`src/rtl/sys_mem_pkg.sv`:
```
// Shared definitions for the partition-manager local bus: register map,
// result codes and the initiator's sequencing states.
package sys_mem_pkg;

   localparam logic [7:0] CNTRL_REG      = 8'h00;
   localparam logic [7:0] NUM_AGENTS_REG = 8'h01;
   localparam logic [7:0] ADDR_REG       = 8'h02;
   localparam logic [7:0] START_DATA_REG = 8'h03;
   localparam logic [7:0] END_DATA_REG   = 8'h04;

   typedef enum logic [2:0] {
      OK           = 3'd0,
      NUM_MISMATCH = 3'd1,
      RB_MISMATCH  = 3'd2,
      TIMEOUT      = 3'd3,
      RANGE        = 3'd4
   } err_code_t;

   typedef enum logic [3:0] {
      IDLE, CHK_NUM, SET_CFG, WR_ADDR, WR_START, WR_END,
      SETTLE, RD_START, RD_END, CLR_CFG, DONE
   } init_state_t;

endpackage

```
`src/rtl/sys_mem_part_init_if.sv`:
```
// Local-bus signal bundle between the partition initiator (master) and the
// partition manager register block (slave).
interface sys_mem_part_init_if #(
   parameter int LB_ADDR_W = 8,
   parameter int LB_DATA_W = 32
);
   logic                 lb_wr_en;
   logic                 lb_rd_en;
   logic [LB_ADDR_W-1:0] lb_addr;
   logic [LB_DATA_W-1:0] lb_wr_data;
   logic                 lb_wr_valid;
   logic                 lb_rd_valid;
   logic [LB_DATA_W-1:0] lb_rd_data;

   modport master (
      output lb_wr_en, lb_rd_en, lb_addr, lb_wr_data,
      input  lb_wr_valid, lb_rd_valid, lb_rd_data
   );

   modport slave (
      input  lb_wr_en, lb_rd_en, lb_addr, lb_wr_data,
      output lb_wr_valid, lb_rd_valid, lb_rd_data
   );
endinterface

```
`src/rtl/lb_mstr_xtn.sv`:
```
// Issues one local-bus transaction per req pulse and tracks its completion
// or timeout; address/data stay driven until the transaction resolves.
module lb_mstr_xtn #(
   parameter int LB_DATA_W      = 32,
   parameter int LB_ADDR_W      = 8,
   parameter int TIMEOUT_CYCLES = 16
) (
   input  logic                 clk,
   input  logic                 rst_n,
   input  logic                 req,
   input  logic                 req_wr,
   input  logic [LB_ADDR_W-1:0] req_addr,
   input  logic [LB_DATA_W-1:0] req_data,
   output logic                 xtn_done,
   output logic                 xtn_timeout,
   output logic [LB_DATA_W-1:0] rd_data,
   sys_mem_part_init_if.master  lb
);
   localparam int CNT_W = $clog2(TIMEOUT_CYCLES + 1);

   logic                 pend_reg;
   logic                 wr_reg;
   logic                 wr_en_reg;
   logic                 rd_en_reg;
   logic [LB_ADDR_W-1:0] addr_reg;
   logic [LB_DATA_W-1:0] data_reg;
   logic [CNT_W-1:0]     cnt_reg;

   // Valids count only while a transaction is outstanding.
   assign xtn_done    = pend_reg && (wr_reg ? lb.lb_wr_valid : lb.lb_rd_valid);
   assign xtn_timeout = pend_reg && !xtn_done && (cnt_reg == CNT_W'(TIMEOUT_CYCLES));
   assign rd_data     = lb.lb_rd_data;

   assign lb.lb_wr_en   = wr_en_reg;
   assign lb.lb_rd_en   = rd_en_reg;
   assign lb.lb_addr    = addr_reg;
   assign lb.lb_wr_data = data_reg;

   always_ff @(posedge clk or negedge rst_n) begin
      if (!rst_n) begin
         pend_reg  <= 1'b0;
         wr_reg    <= 1'b0;
         wr_en_reg <= 1'b0;
         rd_en_reg <= 1'b0;
         addr_reg  <= '0;
         data_reg  <= '0;
         cnt_reg   <= '0;
      end else begin
         wr_en_reg <= 1'b0;
         rd_en_reg <= 1'b0;
         if (req) begin
            pend_reg  <= 1'b1;
            wr_reg    <= req_wr;
            wr_en_reg <= req_wr;
            rd_en_reg <= !req_wr;
            addr_reg  <= req_addr;
            data_reg  <= req_wr ? req_data : '0;
            cnt_reg   <= '0;
         end else if (xtn_done || xtn_timeout) begin
            pend_reg <= 1'b0;
            addr_reg <= '0;
            data_reg <= '0;
            cnt_reg  <= '0;
         end else if (pend_reg) begin
            cnt_reg <= cnt_reg + CNT_W'(1);
         end
      end
   end
endmodule

```
`src/rtl/sys_mem_part_init.sv`:
```
// Programs the partition manager's per-agent start/end tables over the local
// bus, verifying agent count up front and every table entry by readback.
module sys_mem_part_init
   import sys_mem_pkg::*;
#(
   parameter int  MEM_ADDR_W     = 27,
   parameter int  NUM_AGENTS     = 2,
   parameter int  LB_DATA_W      = 32,
   parameter int  LB_ADDR_W      = 8,
   parameter int  TIMEOUT_CYCLES = 16,
   localparam int AGENT_ID_W     = $clog2(NUM_AGENTS)
) (
   input  logic                  clk,
   input  logic                  rst_n,
   input  logic                  start,
   input  logic [MEM_ADDR_W-1:0] base_addr,
   input  logic [MEM_ADDR_W-1:0] part_size,
   output logic                  busy,
   output logic                  done,
   output logic [2:0]            err_code,
   sys_mem_part_init_if.master   lb
);
   localparam int LIM_W = MEM_ADDR_W + AGENT_ID_W + 1;
   localparam int IDX_W = (AGENT_ID_W > 0) ? AGENT_ID_W : 1;

   init_state_t           state_reg, state_next;
   logic                  phase_reg, phase_next;
   err_code_t             err_reg, err_next;
   logic [MEM_ADDR_W-1:0] base_reg, base_next;
   logic [MEM_ADDR_W-1:0] size_reg, size_next;
   logic [MEM_ADDR_W-1:0] cur_reg, cur_next;
   logic [IDX_W-1:0]      idx_reg, idx_next;

   logic                  req, req_wr, is_lb;
   logic [LB_ADDR_W-1:0]  req_addr;
   logic [LB_DATA_W-1:0]  req_data;
   logic                  xtn_done, xtn_timeout;
   logic [LB_DATA_W-1:0]  rd_data;
   logic [LIM_W-1:0]      lim;
   logic                  range_bad;
   logic [MEM_ADDR_W-1:0] end_val;

   // Extra width keeps the end-of-last-partition sum from wrapping.
   assign lim       = LIM_W'(base_addr) + LIM_W'(NUM_AGENTS) * LIM_W'(part_size);
   assign range_bad = (lim > (LIM_W'(1) << MEM_ADDR_W)) || (part_size == '0);
   assign end_val   = cur_reg + size_reg - MEM_ADDR_W'(1);

   assign busy     = (state_reg != IDLE);
   assign done     = (state_reg == DONE);
   assign err_code = err_reg;

   lb_mstr_xtn #(
      .LB_DATA_W      (LB_DATA_W),
      .LB_ADDR_W      (LB_ADDR_W),
      .TIMEOUT_CYCLES (TIMEOUT_CYCLES)
   ) u_xtn (
      .clk         (clk),
      .rst_n       (rst_n),
      .req         (req),
      .req_wr      (req_wr),
      .req_addr    (req_addr),
      .req_data    (req_data),
      .xtn_done    (xtn_done),
      .xtn_timeout (xtn_timeout),
      .rd_data     (rd_data),
      .lb          (lb)
   );

   always_ff @(posedge clk or negedge rst_n) begin
      if (!rst_n) begin
         state_reg <= IDLE;
         phase_reg <= 1'b0;
         err_reg   <= OK;
         base_reg  <= '0;
         size_reg  <= '0;
         cur_reg   <= '0;
         idx_reg   <= '0;
      end else begin
         state_reg <= state_next;
         phase_reg <= phase_next;
         err_reg   <= err_next;
         base_reg  <= base_next;
         size_reg  <= size_next;
         cur_reg   <= cur_next;
         idx_reg   <= idx_next;
      end
   end

   always_comb begin
      state_next = state_reg;
      phase_next = phase_reg;
      err_next   = err_reg;
      base_next  = base_reg;
      size_next  = size_reg;
      cur_next   = cur_reg;
      idx_next   = idx_reg;
      req        = 1'b0;
      req_wr     = 1'b1;
      req_addr   = '0;
      req_data   = '0;
      is_lb      = 1'b1;

      // Transaction descriptor for each bus state; phase 0 issues, phase 1 waits.
      case (state_reg)
         CHK_NUM:  begin req_wr = 1'b0; req_addr = LB_ADDR_W'(NUM_AGENTS_REG); end
         SET_CFG:  begin req_addr = LB_ADDR_W'(CNTRL_REG); req_data = LB_DATA_W'(1); end
         WR_ADDR:  begin req_addr = LB_ADDR_W'(ADDR_REG); req_data = LB_DATA_W'(idx_reg); end
         WR_START: begin req_addr = LB_ADDR_W'(START_DATA_REG); req_data = LB_DATA_W'(cur_reg); end
         WR_END:   begin req_addr = LB_ADDR_W'(END_DATA_REG); req_data = LB_DATA_W'(end_val); end
         RD_START: begin req_wr = 1'b0; req_addr = LB_ADDR_W'(START_DATA_REG); end
         RD_END:   begin req_wr = 1'b0; req_addr = LB_ADDR_W'(END_DATA_REG); end
         CLR_CFG:  begin req_addr = LB_ADDR_W'(CNTRL_REG); end
         default:  is_lb = 1'b0;
      endcase

      if (is_lb) begin
         if (!phase_reg) begin
            req        = 1'b1;
            phase_next = 1'b1;
         end else if (xtn_timeout) begin
            err_next   = TIMEOUT;
            state_next = DONE;
            phase_next = 1'b0;
         end else if (xtn_done) begin
            phase_next = 1'b0;
            case (state_reg)
               CHK_NUM: begin
                  if (rd_data != LB_DATA_W'(NUM_AGENTS)) begin
                     err_next   = NUM_MISMATCH;
                     state_next = DONE;
                  end else begin
                     state_next = SET_CFG;
                  end
               end
               SET_CFG: begin
                  idx_next   = '0;
                  cur_next   = base_reg;
                  state_next = WR_ADDR;
               end
               WR_ADDR:  state_next = WR_START;
               WR_START: state_next = WR_END;
               WR_END:   state_next = SETTLE;
               RD_START: begin
                  if (rd_data != LB_DATA_W'(cur_reg)) begin
                     err_next   = RB_MISMATCH;
                     state_next = CLR_CFG;
                  end else begin
                     state_next = RD_END;
                  end
               end
               RD_END: begin
                  if (rd_data != LB_DATA_W'(end_val)) begin
                     err_next   = RB_MISMATCH;
                     state_next = CLR_CFG;
                  end else if (idx_reg == IDX_W'(NUM_AGENTS - 1)) begin
                     state_next = CLR_CFG;
                  end else begin
                     idx_next   = idx_reg + IDX_W'(1);
                     cur_next   = cur_reg + size_reg;
                     state_next = WR_ADDR;
                  end
               end
               default: state_next = DONE;
            endcase
         end
      end else begin
         case (state_reg)
            IDLE: begin
               if (start) begin
                  base_next  = base_addr;
                  size_next  = part_size;
                  phase_next = 1'b0;
                  err_next   = range_bad ? RANGE : OK;
                  state_next = range_bad ? DONE : CHK_NUM;
               end
            end
            // Phase bit doubles as the two-cycle table-RAM settle counter.
            SETTLE: begin
               if (phase_reg) begin
                  phase_next = 1'b0;
                  state_next = RD_START;
               end else begin
                  phase_next = 1'b1;
               end
            end
            default: state_next = IDLE;
         endcase
      end
   end
endmodule
```
`src/flat_wrapper.sv`:
```
// flat-port wrapper written by rule: the top's interface ports become plain ports
module sys_mem_part_init_flat import sys_mem_pkg::*;
#(
   parameter int  MEM_ADDR_W     = 27,
   parameter int  NUM_AGENTS     = 2,
   parameter int  LB_DATA_W      = 32,
   parameter int  LB_ADDR_W      = 8,
   parameter int  TIMEOUT_CYCLES = 16,
   localparam int AGENT_ID_W     = $clog2(NUM_AGENTS)
)
  (clk, rst_n, start, base_addr, part_size, busy, done, err_code, lb_lb_wr_en, lb_lb_rd_en, lb_lb_addr, lb_lb_wr_data, lb_lb_wr_valid, lb_lb_rd_valid, lb_lb_rd_data);
  sys_mem_part_init_if #(.LB_ADDR_W(LB_ADDR_W), .LB_DATA_W(LB_DATA_W)) lb_i ();
  input  logic clk;
  input  logic rst_n;
  input  logic start;
  input  logic [MEM_ADDR_W-1:0] base_addr;
  input  logic [MEM_ADDR_W-1:0] part_size;
  output logic busy;
  output logic done;
  output logic [2:0] err_code;
  output wire logic [$bits(lb_i.lb_wr_en)-1:0] lb_lb_wr_en;
  output wire logic [$bits(lb_i.lb_rd_en)-1:0] lb_lb_rd_en;
  output wire logic [$bits(lb_i.lb_addr)-1:0] lb_lb_addr;
  output wire logic [$bits(lb_i.lb_wr_data)-1:0] lb_lb_wr_data;
  input wire logic [$bits(lb_i.lb_wr_valid)-1:0] lb_lb_wr_valid;
  input wire logic [$bits(lb_i.lb_rd_valid)-1:0] lb_lb_rd_valid;
  input wire logic [$bits(lb_i.lb_rd_data)-1:0] lb_lb_rd_data;
  assign lb_lb_wr_en = lb_i.lb_wr_en;
  assign lb_lb_rd_en = lb_i.lb_rd_en;
  assign lb_lb_addr = lb_i.lb_addr;
  assign lb_lb_wr_data = lb_i.lb_wr_data;
  assign lb_i.lb_wr_valid = lb_lb_wr_valid;
  assign lb_i.lb_rd_valid = lb_lb_rd_valid;
  assign lb_i.lb_rd_data = lb_lb_rd_data;
  sys_mem_part_init #(.MEM_ADDR_W(MEM_ADDR_W), .NUM_AGENTS(NUM_AGENTS), .LB_DATA_W(LB_DATA_W), .LB_ADDR_W(LB_ADDR_W), .TIMEOUT_CYCLES(TIMEOUT_CYCLES)) u_core (.clk(clk), .rst_n(rst_n), .start(start), .base_addr(base_addr), .part_size(part_size), .busy(busy), .done(done), .err_code(err_code), .lb(lb_i));
endmodule
```
`config.mk`:
```
export PLATFORM = sky130hd
export DESIGN_NAME = sys_mem_part_init_flat
export DESIGN_NICKNAME = d
export VERILOG_FILES = /design/src/rtl/sys_mem_pkg.sv /design/src/rtl/sys_mem_part_init_if.sv /design/src/rtl/lb_mstr_xtn.sv /design/src/rtl/sys_mem_part_init.sv /design/src/flat_wrapper.sv
export SDC_FILE = /design/constraint.sdc
export NUM_CORES = 1
export LEC_CHECK = 0
export ABC_AREA = 0
export BUFFER_PORTS_ARGS = -buffer_cell sky130_fd_sc_hd__buf_2
export CAP_MARGIN = 10
export CORE_UTILIZATION = 25
export DETAILED_ROUTE_END_ITERATION = 10
export SETUP_SLACK_MARGIN = 0.5
export SYNTH_ARGS = -nofsm -noshare
export SYNTH_HDL_FRONTEND = slang
export SYNTH_SLANG_ARGS = --single-unit
```
`constraint.sdc`:
```
create_clock -name clk -period 4.4 [get_ports clk]
set_input_delay 0.22 -clock clk [delete_from_list [all_inputs] [get_ports clk]]
set_output_delay 0.22 -clock clk [all_outputs]
set_load 0.005 [all_outputs]
```
; ---- Word level (Yosys, flattened, before mapping)
; Index checks and enable logic that the tools add are counted.
[totals]
register_bits = 139
in_bits = 91
output_inout_bits = 47
word_cells = 126
[classes]
add_sub_neg = 5
order_cmp = 1
n_eq_ne = 24
muxes = 55
n_bitwise = 2
reduce_logical = 25
[op_table]
columns = cell, n
row1 = $pmux 27 s4, 1
row2 = $mux 32, 3
row3 = $ne 32x27->1, 2
row4 = $mux 27, 2
row5 = $pmux 27 s2, 1
row6 = $mux 4, 10
row7 = $ne 32x2->1 const B, 1
row8 = $mux 3, 10
row9 = $add 27x28->29, 1
row10 = $gt 29x28->1 const B, 1
row11 = $pmux 4 s7, 1
row12 = $add 27x27->27, 1
row13 = $logic_not 27->1, 1
row14 = $sub 27x1->27 const B, 1
row15 = $mux 1, 17
row16 = $eq 4x3->1 const B, 4
row17 = $mux 8, 2
row18 = $mux 5, 3
row19 = $eq 4x4->1 const B, 3
row20 = $ne 4x4->1 const B, 3
row21 = $pmux 3 s4, 1
row22 = $pmux 3 s3, 1
row23 = $eq 4x2->1 const B, 2
row24 = $pmux 4 s2, 1
row25 = other kinds (27), 39

; ---- Depth between registers and ports, before layout
[depth]
word_depth = 9
depth_mapped = 18
mapped_depth_nobuf = 16

; ---- By module
; Synthesis repeated with hierarchy kept, for this count alone.
[hier_totals]
hier_cells = 1342
area_unflattened_um2 = 11881.4
[by_module_without_submodules]
columns = mod, instances, cells_each, area_each_um2, seq_area_each_um2
row1 = sys_mem_part_init, 1, 1094, 9400.3, 2252.2
row2 = lb_mstr_xtn, 1, 248, 2481.1, 1226.2

; ---- Least setup slack after synthesis
; OpenSTA, ideal clock, no wires.
[synth_timing]
path_kind = register to register
from = register u_core.cur_reg[0]
to = register u_core.cur_reg[19]
setup_ns = 0.119
arrival_ns = 4.319
required_time_ns = 4.281
path_slack_ns = -0.038
stages_incl_launch_ff = 17
n_path_buf = 0
synth_period_minus_slack_ns = 4.438
cell_sequence = dfrtp_1 -> ha_1 -> inv_1 -> fa_1 -> nand2b_1 -> a21boi_2 -> o21ai_0 -> o311ai_0 -> xor2_1 -> nor4_1 -> nand4_1 -> or3b_2 -> o211ai_1 -> nand4_1 -> nand3b_4 -> or4_1 -> and2_1
[synth_via]
elab_chain_cells = 5
word_cells_on_any_way = 8
classes_between = add/sub: 2 / eq/ne: 2 / mux: 3 / reduce/logical: 1
[synth_lines]
columns = item, line
row1 = start: declaration, sys_mem_part_init.sv:31  ; logic [MEM_ADDR_W-1:0] cur_reg, cur_next;
row2 = start signal: assignment, sys_mem_part_init.sv:84  ; cur_reg <= cur_next;
row3 = $add 27x27->27 (*), "sys_mem_part_init.sv:46, sys_mem_part_init.sv:159"
row4 = $sub 27x1->27, sys_mem_part_init.sv:46  ; assign end_val = cur_reg + size_reg - MEM_ADDR_W'(1);
row5 = $ne 32x27->1, sys_mem_part_init.sv:152  ; if (rd_data != LB_DATA_W'(end_val)) begin
row6 = $ne 2x2->1 (no source line), -
row7 = $reduce_and 7->1 (no source line), -
; Every way passes the cells marked *; elsewhere a longest branch is shown, timed or not. The select of a mux whose other input is x is not followed.
; A chain may end at the register's enable or synchronous reset.

; ---- Worst setup path after layout
[layout_timing]
from = register u_core.cur_reg[6]
to = register u_core.cur_reg[7]
; The elaborated chain is that of the path after synthesis.

==> metrics.md <==
| Metric | Value |
|---|---|
| Netlist cell types | `slightly above 90` |
| Detailed Routing Iterations Pass 1 | `5` |
| Slew Viols, Final | `0` |
| GPL Wtd Cong | `between 0.9 and 1` |
| CTS clk-pin slew, worst paths | `about 0.07 ns` |
| Req. time, crit path | `roughly 4.8 ns` |
| Clock Tree Buf Depth | `2` |
| Crit-path cells | `ha_4, a211o_4, a21o_1, buf_6, a21o_1, buf_6, xnor2_2, o211ai_1, buf_4, buf_4, o41a_1, o21ai_0, o311a_1, nand4_1, nand3b_4, buf_12, o31a_1, a21oi_2` |
| Post-synth EDFFs | `0` |
| Cell Pwr Density | `roughly 1000 nW/µm²` |
| Leakage power | `6.57 nW` |
| Clk_lat worst skew | `0.43 ns` |
| Crit path from | `u_core.cur_reg[6]$_DFFE_PN0P_` |
| RSZ-0062 raised after global routing | `yes` |
| Max VDD drop | `around 0.0004 V` |
| Hpwl dp | `roughly 36000 µm` |
| Post-synth top flop | `dfrtp_1` |
| Worst Path Buf+Inv | `5` |
| FP Rows | `just under 80` |
| Post-layout util | `33.9%` |
| Critical path endpoint category | `flop` |
| Tot Pwr | `roughly 16 mW` |
| Commonest non-fill, non-tap cells in the layout | `buf_4, dfrtp_1, buf_2` |
| GRT busiest layer | `met1` |
| Hold Vio Cnt, Final | `0` |
| First-pass GRT wire length | `around 68000 µm` |
| Met3 Resource Use GR | `2.43%` |
| Grt total ovfl | `0` |
| Minimum clock period | `approximately 4.4 ns` |
| Clock root buffer | `clkbuf_16` |
| GRT met1 Usage | `approximately 29%` |
| Leading area contributor after synthesis | `dfrtp_1` |
| Number of H-tree levels | `4` |
| GRT Total Usage | `18.8%` |
| Slew HR | `approximately 45%` |
| Layout cells sized above 1 | `approximately 33%` |
| Slowest Stage Delay on Critical Path | `approximately 0.45 ns` |
| Fin Hold WS | `~0.06 ns` |
| Ys async rst share | `100%` |
| Final Cycle Share | `100%` |
| Status | `complete, but fails checks` |
| Met2 usage | `27.3%` |
| Max_cap viols | `0` |
| Core Box Area | `between 40000 and 50000 µm²` |
| Cell Area, Synth | `between 10000 and 15000 µm²` |
| Synth area leaders | `dfrtp_1, ha_1, xnor2_1` |
| I/O Pins | `between 100 and 150` |
| Min-delay worst type | `in2reg` |
| Vias | `~12000` |
| Arr. time, crit path | `4.77 ns` |
| Diodes inserted | `0` |
| Die Span Y | `around 220 µm` |
| Largest net degree at the start of global routing | `130` |
| Final net count | `~1800` |
| Buffers added on ports | `127` |
| Synth top area share | `between 20% and 30%` |
| Layout area overhead | `33.7%` |
| Initial Util | `between 20% and 30%` |
| Detail Route Antenna Nets | `0` |
| Total wire length | `44800 µm` |
| Synth Instances | `1351` |
| Worst-path fanout max | `15` |
| Fin cells | `2242` |
| WL per Instance | `20.0 µm` |
| TritonCTS clock tree | `built` |
| Crit path kind | `reg2reg` |
| Final setup viols | `2` |
| Initial antenna violation count | `0` |
| Worst Hold Launch | `base_addr[14]` |
| Mean Syn Cell Area | `about 8.5 µm²` |
| Top cell family by delay on the critical path | `compound AO/OA/AOI/OAI gates` |
| Fmax | `between 200 and 250 MHz` |
| DRT iter0 DRCs | `approximately 960` |
| Final WS setup | `-0.0152 ns` |
| Post-synthesis sequential area ratio | `approximately 28%` |
| Clk sink count | `around 130` |
| Yosys warnings | `0` |
| Residual DRC count | `0` |
| Startpoint types | `flop` |
| Via density | `5.35` |
| Failing checks | `negative setup slack` |
| Commonest non-fill, non-tap cell in the layout | `buf_4` |
| Vias in the first global route | `approximately 11000` |
| R2R Path Start | `u_core.cur_reg[6]$_DFFE_PN0P_` |
| Inst Count DP | `roughly 2200` |
| Pre-CTS setup slack | `-0.241 ns` |
| Worst-margin pin slew | `around 0.82 ns` |
| Cts bufs inserted | `17` |
| Die Wd | `about 220 µm` |
| CP max stage cell | `dfrtp_2` |
| Die area | `approximately 47000 µm²` |
| Flops & latches, synth | `129` |
| Clock Skews | `~0.016 ns` |
[per-stage QoR]
step | cell area, µm² | TNS [ns]
after floorplan | 11600 | 0
after global placement | 14100 | -6.27
after detailed placement | 14100 | -5.64
after CTS | 15100 | 0
after global routing | 15300 | -3.13
final | 15300 | -0.0191
[final cells by class]
cell class | count | area, µm²
well taps | 600 | 751
fillers | 4749 | 29900
clock inverters | 15 | 139
clock buffers | 17 | 425
repair buffers | 329 | 2250
multi-input cells | 1119 | 8410
flip-flops and latches | 129 | 3230
inverters | 33 | 124
[synthesized netlist by cell type (11+ instances only)]
cell	instances
dfrtp_1	129
nand2_1	109
nor2_1	107
a21oi_1	97
o21ai_0	87
xnor2_1	71
clkbuf_1	55
ha_1	55
mux2_2	55
inv_1	32
nor4_1	32
o31a_1	31
a22oi_1	30
nor3_1	29
o21bai_1	29
nand4_1	28
xor2_1	24
a21o_1	22
nand3_1	22
and2_1	20
a31oi_1	19
nand2b_1	18
o21a_1	18
buf_4	12
and4_1	11
[path summary, 6_finish.rpt]
path / to / slack (ns) / depth (start not counted)
worst max-delay path: u_core.cur_reg[7]$_DFFE_PN0P_ / -0.02 / 18
worst min-delay path: u_core.base_reg[14]$_DFFE_PN0P_ / 0.06 / 2
worst max register to register: u_core.cur_reg[7]$_DFFE_PN0P_ / -0.02 / 18
worst min register to register: u_core.u_xtn.lb.lb_wr_data[12]$_DFFE_PN0P_ / 0.48 / 2
max in group asynchronous: u_core.cur_reg[20]$_DFFE_PN0P_ / 3.39 / 3
min in group asynchronous: u_core.phase_reg$_DFFE_PN0P_ / 0.43 / 3
[metal layers]
metal,vias to the layer above,wire length (µm)
li1,5634,-
met1,5884,22500
met2,441,18800
met3,37,2790
met4,0,727
met5,-,0
[worst reg2reg max path, delay by kind of cell, from the launching register on]
kind,cells,cell delay (ns)
and+or+nand+nor,2,0.41
buffers and inverters,5,0.79
DFF,1,0.45
AOI/OAI and AO/OA,9,2.27
adders and majority gates,1,0.26
xor gates and xnor gates,1,0.16
[report_power, final]
group / switching (mW) / internal, mW / leakage (nW)
clock network: 0.683 / 0.753 / 0.279
registers: 0.487 / 1.69 / 1.62
logic: 6.54 / 5.60 / 4.68
total: 7.71 / 8.05 / 6.57
[cell families after synthesis]
family	count (synthesis)	share of synthesized area (%)
multiplexers	63	6.10
other	1	0.0327
adder cells (fa/ha/maj)	57	6.35
AND/OR/NAND/NOR	433	19.6
buffers and inverters	112	4.17
flip-flops	129	28.1
AO/OA/AOI/OAI	456	27.4
XOR/XNOR	100	8.19
[timing repair]
item | in CTS | in global routing
pin swaps | 13 | 17
setup endpoints to repair | 34 | 35
hold endpoints to repair | 129 | 0
gates resized for setup | 58 | 42
setup buffers | 14 | 4
hold buffers | 1 | 0
No activity file was read; power rests on OpenSTA's default activity.
